<file path="src/rtl/rv_alu_pkg.sv">
// Shared ALU-control codes, RV32I opcodes and funct fields.
// Also used by the ALU-control generator, so the encoder shares its encode helpers.
package rv_alu_pkg;

    localparam logic [3:0] ALU_ADD     = 4'd0;
    localparam logic [3:0] ALU_SUB     = 4'd1;
    localparam logic [3:0] ALU_SLL     = 4'd2;
    localparam logic [3:0] ALU_SLT     = 4'd3;
    localparam logic [3:0] ALU_SLTU    = 4'd4;
    localparam logic [3:0] ALU_XOR     = 4'd5;
    localparam logic [3:0] ALU_SRL     = 4'd6;
    localparam logic [3:0] ALU_SRA     = 4'd7;
    localparam logic [3:0] ALU_OR      = 4'd8;
    localparam logic [3:0] ALU_AND     = 4'd9;
    localparam logic [3:0] ALU_INVALID = 4'hF;

    localparam logic [6:0] OPC_OP     = 7'b0110011;
    localparam logic [6:0] OPC_OP_IMM = 7'b0010011;

    localparam logic [2:0] F3_ADD_SUB = 3'b000;
    localparam logic [2:0] F3_SLL     = 3'b001;
    localparam logic [2:0] F3_SLT     = 3'b010;
    localparam logic [2:0] F3_SLTU    = 3'b011;
    localparam logic [2:0] F3_XOR     = 3'b100;
    localparam logic [2:0] F3_SRL_SRA = 3'b101;
    localparam logic [2:0] F3_OR      = 3'b110;
    localparam logic [2:0] F3_AND     = 3'b111;

    localparam logic [6:0] F7_BASE = 7'h00;
    localparam logic [6:0] F7_ALT  = 7'h20;

    typedef struct packed {
        logic [3:0]  alu_control;
        logic        imm_mode;
        logic [4:0]  rd;
        logic [4:0]  rs1;
        logic [4:0]  rs2;
        logic [11:0] imm;
    } enc_req_t;

    function automatic logic [2:0] alu_funct3(input logic [3:0] ctrl);
        logic [2:0] f3;
        f3 = F3_ADD_SUB;
        case (ctrl)
            ALU_SLL:          f3 = F3_SLL;
            ALU_SLT:          f3 = F3_SLT;
            ALU_SLTU:         f3 = F3_SLTU;
            ALU_XOR:          f3 = F3_XOR;
            ALU_SRL, ALU_SRA: f3 = F3_SRL_SRA;
            ALU_OR:           f3 = F3_OR;
            ALU_AND:          f3 = F3_AND;
            default:          f3 = F3_ADD_SUB;
        endcase
        return f3;
    endfunction

    function automatic logic [6:0] alu_funct7(input logic [3:0] ctrl);
        return (ctrl == ALU_SUB || ctrl == ALU_SRA) ? F7_ALT : F7_BASE;
    endfunction

    // No SUBI exists in RV32I, so SUB is only legal in register form.
    function automatic logic alu_is_legal(input logic [3:0] ctrl, input logic imm_mode);
        return (ctrl <= ALU_AND) && !(ctrl == ALU_SUB && imm_mode);
    endfunction

    function automatic logic [31:0] encode(input enc_req_t r);
        logic [2:0]  f3;
        logic [6:0]  f7;
        logic [11:0] imm_field;
        logic        is_shift;
        f3       = alu_funct3(r.alu_control);
        f7       = alu_funct7(r.alu_control);
        is_shift = (r.alu_control == ALU_SLL) || (r.alu_control == ALU_SRL) ||
                   (r.alu_control == ALU_SRA);
        imm_field = is_shift ? {f7, r.imm[4:0]} : r.imm;
        if (r.imm_mode)
            return {imm_field, r.rs1, f3, r.rd, OPC_OP_IMM};
        return {f7, r.rs2, r.rs1, f3, r.rd, OPC_OP};
    endfunction

endpackage

</file>
<file path="src/rtl/instr_fifo.sv">
// Synchronous FIFO with wrap-bit pointers and a head-word output.
// Storage is cleared on reset so the head reads zero when empty after reset.
module instr_fifo #(
    parameter int WIDTH = 32,
    parameter int DEPTH = 2
) (
    input  logic             clk,
    input  logic             rst,
    input  logic             push,
    input  logic [WIDTH-1:0] wdata,
    input  logic             pop,
    output logic [WIDTH-1:0] rdata,
    output logic             full,
    output logic             empty
);

    localparam int AW = $clog2(DEPTH);

    logic [DEPTH-1:0][WIDTH-1:0] mem;
    logic [AW:0]                 wr_ptr;
    logic [AW:0]                 rd_ptr;
    logic                        do_push;
    logic                        do_pop;

    assign full    = (wr_ptr[AW] != rd_ptr[AW]) && (wr_ptr[AW-1:0] == rd_ptr[AW-1:0]);
    assign empty   = (wr_ptr == rd_ptr);
    assign do_push = push && !full;
    assign do_pop  = pop && !empty;
    assign rdata   = mem[rd_ptr[AW-1:0]];

    always_ff @(posedge clk) begin
        if (rst) begin
            wr_ptr <= '0;
            rd_ptr <= '0;
            mem    <= '0;
        end else begin
            if (do_push) begin
                mem[wr_ptr[AW-1:0]] <= wdata;
                wr_ptr              <= wr_ptr + 1'b1;
            end
            if (do_pop)
                rd_ptr <= rd_ptr + 1'b1;
        end
    end

endmodule

</file>
<file path="src/rtl/instr_encoder.sv">
// Encodes ALU-operation requests into RV32I OP / OP-IMM words, buffered in a FIFO.
// Invalid requests are consumed, counted and flagged but never pushed.
module instr_encoder
    import rv_alu_pkg::*;
#(
    parameter int FIFO_DEPTH = 2,
    parameter int CNT_W      = 16
) (
    input  logic             clk,
    input  logic             rst,
    input  logic             in_valid,
    output logic             in_ready,
    input  logic [3:0]       in_alu_control,
    input  logic             in_imm_mode,
    input  logic [4:0]       in_rd,
    input  logic [4:0]       in_rs1,
    input  logic [4:0]       in_rs2,
    input  logic [11:0]      in_imm,
    output logic             out_valid,
    input  logic             out_ready,
    output logic [31:0]      out_instr,
    output logic             err_invalid,
    output logic [CNT_W-1:0] enc_count,
    output logic [CNT_W-1:0] rej_count
);

    enc_req_t    req;
    logic [31:0] enc_word;
    logic        legal;
    logic        accept;
    logic        push;
    logic        fifo_full;
    logic        fifo_empty;

    always_comb begin
        req             = '0;
        req.alu_control = in_alu_control;
        req.imm_mode    = in_imm_mode;
        req.rd          = in_rd;
        req.rs1         = in_rs1;
        req.rs2         = in_rs2;
        req.imm         = in_imm;
    end

    assign enc_word = encode(req);
    assign legal    = alu_is_legal(in_alu_control, in_imm_mode);

    // Ready comes from registered FIFO state only; a same-cycle pop does not open a slot.
    assign in_ready  = !fifo_full;
    assign accept    = in_valid && in_ready;
    assign push      = accept && legal;
    assign out_valid = !fifo_empty;

    instr_fifo #(
        .WIDTH (32),
        .DEPTH (FIFO_DEPTH)
    ) u_fifo (
        .clk   (clk),
        .rst   (rst),
        .push  (push),
        .wdata (enc_word),
        .pop   (out_ready),
        .rdata (out_instr),
        .full  (fifo_full),
        .empty (fifo_empty)
    );

    always_ff @(posedge clk) begin
        if (rst) begin
            err_invalid <= 1'b0;
            enc_count   <= '0;
            rej_count   <= '0;
        end else begin
            err_invalid <= accept && !legal;
            if (push)
                enc_count <= enc_count + 1'b1;
            if (accept && !legal)
                rej_count <= rej_count + 1'b1;
        end
    end

endmodule
</file>
<file path="config.mk">
export PLATFORM = sky130hd
export DESIGN_NAME = instr_encoder
export DESIGN_NICKNAME = d
export VERILOG_FILES = /design/src/rtl/rv_alu_pkg.sv /design/src/rtl/instr_fifo.sv /design/src/rtl/instr_encoder.sv
export SDC_FILE = /design/constraint.sdc
export NUM_CORES = 1
export LEC_CHECK = 0
export CAP_MARGIN = 10
export CORE_UTILIZATION = 46
export DETAILED_ROUTE_END_ITERATION = 16
export DONT_BUFFER_PORTS = 1
export PLACE_DENSITY = 0.61
export RECOVER_POWER = 100
export SETUP_SLACK_MARGIN = 0.15
export SLEW_MARGIN = 20
export SYNTH_ARGS = -nofsm -noshare
export SYNTH_HDL_FRONTEND = slang
export SYNTH_SLANG_ARGS = --single-unit
</file>
<file path="constraint.sdc">
create_clock -name clk -period 2.24 [get_ports clk]
set_input_delay 0.224 -clock clk [delete_from_list [all_inputs] [get_ports clk]]
set_output_delay 0.224 -clock clk [all_outputs]
set_load 0.02 [all_outputs]
</file>
Word-level counts from Yosys, hierarchy flattened:

Memories as Yosys holds them, arrays and structs flattened.
Index checks and enable logic that the tools add are counted.

* register bits: 101
* memory bits (read-only): 48
* input bits: 36
* output and inout port bits: 67
* word-level logic and storage cells: 49
* memories: 1

* add/sub/neg operators: 4
* magnitude comparators: 4
* eq/ne operators: 7
* multiplexer cells: 10
* reductions and logical operators: 16

Memory list
* (name not given): depth 16, width 3, rd ports 1, clocked after memory_dff 0, wr ports 0, line rv_alu_pkg.sv:44 `case (ctrl)`

Operator list (number)
* 32-bit 2-to-1 mux: 5
* 64-bit bitwise mux: 1
* 16-bit by 1-bit adder with 16-bit output, second input constant: 2
* 32-bit demux with 1-bit select: 1
* 12-bit 2-to-1 mux: 1
* 1-bit logical AND: 9
* 4-bit by 3-bit equality test with 1-bit output, second input constant: 2
* 6-bit 2-to-1 mux: 1
* 2-bit by 1-bit adder with 2-bit output, second input constant: 2
* 4-bit by 1-bit equality test with 1-bit output, second input constant: 1
* 4-bit by 2-bit equality test with 1-bit output, second input constant: 1
* 4-bit less-or-equal comparator, second input constant: 1
* 1-bit logical NOT: 4
* 1-bit by 2-bit less-than comparator with 1-bit output, second input constant: 2
* 1-bit logical OR: 3
* 2-bit equality test: 1
* 1-bit equality test: 1
* 1-bit greater-or-equal comparator, second input constant: 1
* 1-bit 2-to-1 mux: 1
* 1-bit != test: 1

Depth between registers and ports, before layout:

* depth in word-level cells: 7
* depth in mapped cells: 7
* gate-level depth less buffers: 5

Modules after synthesis:

A second synthesis with hierarchy kept.

* cells, all modules: 489
* area, all modules: 4717.0 sq um

By module, submodules not included
* instr_fifo: times used 1, cells an instance 252, area each 2750.1 sq um, sequential area each 1361.3 sq um
* instr_encoder: times used 1, cells an instance 237, area each 1966.9 sq um, sequential area each 660.6 sq um

Least setup slack after synthesis:

Ideal clock, no wire load.

* kind: reg-to-output
* start point: reg u_fifo.rd_ptr[0]
* end point: out out_instr[1]
* arrival time: 1.778 ns
* data required time: 2.016 ns
* path slack: 0.238 ns
* cell stages (with the launch flop): 6
* path buffers: 4
* path through: dfxtp_1 -> buf_2 -> buf_1 -> clkbuf_1 -> o21ai_0 -> buf_4

* word-level cells in the longest chain between the ends: 2

Ends and longest elaborated chain
* from (decl): line instr_fifo.sv:21 `logic [AW:0] rd_ptr;`
* from (signal assigned): line instr_fifo.sv:42 `rd_ptr <= rd_ptr + 1'b1;`
* 32-bit 2-to-1 mux (implied by the code) (2 in series): line instr_fifo.sv:29 `assign rdata = mem[rd_ptr[AW-1:0]];`
* to (decl): line instr_encoder.sv:21 `output logic [31:0] out_instr,`

No other way between the ends. The select of a mux whose other input is x is not followed.

Worst setup path after layout:

* start point: reg rej_count[0]
* end point: reg rej_count[14]

* word-level cells in the longest chain between the ends: 1

Ends and longest elaborated chain
* from (decl): line instr_encoder.sv:24 `output logic [CNT_W-1:0] rej_count`
* from (signal assigned): line instr_encoder.sv:78 `rej_count <= rej_count + 1'b1;`
* 16-bit by 1-bit adder with 16-bit output: line instr_encoder.sv:78

No other way between the ends.
A chain may end at the register's enable or synchronous reset.

==> summary.txt <==
Crit path time final = 2.01 ns
FMAX = 498 MHz
Post-synthesis register bit count = 91
Gr usage total = 22.4%
Syn avg cell area = 8.53 um^2
Outcome = finished, final reports clean
Die Area = 10100 um^2
Relative slew slack = 48.0%
Worst setup SP type = flop
CORE AREA = 9280 um^2
Clk sinks = 91
Antenna violations before repair = 0
TritonCTS clock tree = yes
Vias per cell = 6.06
Final Hold Vio Count = 0
Top cells by area, synth = dfxtp_1, a21oi_1, mux2_2
Skew final = 0.0171 ns
Leak pwr = 1.55 nW
Die H = 100 um
H-tree depth = 3
Max Cap Viol = 0
P per Cell Area = 732 nW/um^2
Setup TNS Final = 0 ns
Max-slew violation count = 0
Initial DRC Count = 141
Post-Layout Cell Count = 642
Post-route cell area = 4830 um^2
Post-CTS setup repair buffer count = 0
Clock root buffer = clkbuf_8
Clock transition at path regs = 0.10 ns
Yosys top cell area share = 41.0%
Die X = 100 um
Antenna cells = 0
Global-route wire length before repair = 18100 um
Dpl hpwl = 6740 um
Clock latency on the worst-skew pair = 0.35 ns
Starting Density = 47.9%
Final antenna-violating net count = 0
Synth cell types = 45
Worst Tran Pin Value = 0.775 ns
Vias = 3890
Setup violators final = 0
TritonCTS buffer count = 9
EDFF count, synth = 0
Vias in the first global route = 3596
Register area share after synthesis = 41.0%
Nets = 546
WL per Instance = 17.3 um
Unrepaired setup endpoints after global routing = no
Worst Path Arrival = 2.29 ns
Critical Path End Type = flop
CP Max Fanout = 8
Layout cells sized above 1 = 8.77%
CTS Buffer Depth = 2
PortBufs = 0
Grt total ovfl = 0
Ys flop type = dfxtp_1
Inst Count DP = 617
Worst hold path type = input pin to flop
RePlAce Congestion = 0.730
Final period util = 89.7%
Post-Syn Area = 4450 um^2
IO Count = 103
Row count = 35
1st-pass router iterations = 4
Worst EP required = 2.52 ns
VDD IR-drop max = 0.325 mV
Async S/R FF share, synth = 0%
YS warnings = 0
Post-Synthesis Cells = 521
Post-place instance area = 4570 um^2
Total wire length = 11100 um
Setup CP Type = flop to flop
Largest net degree at the start of global routing = 88
Post-synth top area cell = dfxtp_1
Layout area overhead = 8.64%
DRC viols = 0
## registers in the layout, summed over array words and instances, names as in the netlist
signal         cells
u_fifo.wr_ptr      2
u_fifo.rd_ptr      2
enc_count         16
u_fifo.mem        54
err_invalid        1
rej_count         16
## power by group
part           total (W)  switching, W  internal, W
Clock            0.00103      0.000589     0.000439
Combinational   0.000753      0.000512     0.000241
Sequential       0.00175     0.0000601      0.00169
Total            0.00353       0.00116      0.00237
## timing repair
item | 4_1_cts | 5_1_grt
endpoints found under the setup margin | 0 | 21
hold endpoints to repair | 87 | 1
hold buffers | 8 | 1
gates resized for setup | 0 | 7
## layout make-up
| class | count | area (um^2) |
|---|---|---|
| Clock buffer | 11 | 141 |
| Clock inverter | 5 | 37.5 |
| Fill cell | 924 | 4450 |
| Inverter | 8 | 30.0 |
| Multi-Input combinational cell | 371 | 2390 |
| Sequential cell | 91 | 1820 |
| Tap cell | 129 | 161 |
| Timing Repair Buffer | 27 | 243 |
## per-layer routing
metal  global-route usage (%)  part of all wire (%)
met2                     36.8                    49
met3                     5.78                   6.1
met5                        0                     0
met1                     28.4                    44
met4                     7.69                   1.3
## cell usage in the layout (no fill, tap or decap), types with 2 or more instances in the layout
master         instances
nand2_1               10
a21oi_1               88
clkbuf_2               4
a211oi_1               9
conb_1                 3
nor2_1                11
or4_1                 22
nand3b_1               2
buf_12                 2
a21boi_0               2
nand4_1               16
dfxtp_1               90
o21ai_0               44
nand3_1               34
ha_1                   2
nor2b_1                5
o31ai_1               22
clkinvlp_4             2
or3_1                  5
inv_1                  8
clkbuf_1               7
o21ai_1                3
dlygate4sd3_1          8
mux2_1                26
and3_1                 3
buf_4                  5
o211ai_1               3
and4_1                 5
clkbuf_8              10
mux2_2                 9
nor3_1                25
o2111ai_2              2
xor2_1                 2
nand2b_1               5
## Yosys cell counts (2+ instances only)
| library cell | count |
|---|---|
| o21ai_0 | 44 |
| a211oi_2 | 2 |
| or4_1 | 22 |
| buf_2 | 4 |
| xor2_1 | 2 |
| nand4_1 | 16 |
| buf_4 | 5 |
| ha_1 | 2 |
| dfxtp_1 | 91 |
| or3_1 | 5 |
| o31ai_1 | 22 |
| o21ai_1 | 3 |
| nor3_1 | 25 |
| nand3b_1 | 2 |
| nand3_1 | 34 |
| o211ai_1 | 3 |
| nand2b_1 | 5 |
| and4_1 | 5 |
| nand2_1 | 10 |
| a21boi_0 | 2 |
| a211oi_1 | 8 |
| buf_1 | 4 |
| inv_1 | 8 |
| nor2b_1 | 5 |
| o2111ai_2 | 2 |
| and3_1 | 3 |
| a21oi_1 | 88 |
| clkbuf_1 | 38 |
| nor2_1 | 11 |
| mux2_2 | 35 |
## path summary, 6_finish.rpt
check                             startpoint                     endpoint  slack (ns)  cells after the start
setup / recovery   rej_count[0]$_SDFFE_PP0P_   rej_count[14]$_SDFFE_PP0P_        0.23                      5
hold / removal                     in_rs1[1]  u_fifo.mem[16]$_SDFFE_PP0P_        0.01                      2
setup reg to reg   rej_count[0]$_SDFFE_PP0P_   rej_count[14]$_SDFFE_PP0P_        0.23                      5
hold reg to reg   u_fifo.mem[4]$_SDFFE_PP0P_   u_fifo.mem[4]$_SDFFE_PP0P_        0.47                      2
## through the flow
step           worst slack [ns]  power [W]  hold WS [ns]  util [%]
6_report                  0.230    0.00353        0.0140      52.0
5_1_grt                  0.0976    0.00372      0.000815      52.0
4_1_cts                   0.158    0.00360      0.000576      52.2
3_5_place_dp              0.206    0.00253         0.303      49.2
3_3_place_gp              0.261    0.00252         0.300      49.2
2_1_floorplan             0.238    0.00238         0.372         -
## worst max-delay path, cell delays in order, from the launching register on
cell and delay, ns:
dfxtp_1 0.54, ha_1 0.25, and3_1 0.21, o2111ai_2 0.26
or4_1 0.53, a21oi_1 0.14
## logic make-up after synthesis
group / share of synthesized area, %
adders and majority gates: 0.563
muxes: 8.87
and+or+nand+nor: 18.6
AOI/OAI and AO/OA: 23.7
DFF: 41.0
xor gates and xnor gates: 1.32
buffers and inverters: 5.88
other: 0.0844
No activity file was read; power rests on OpenSTA's default activity.
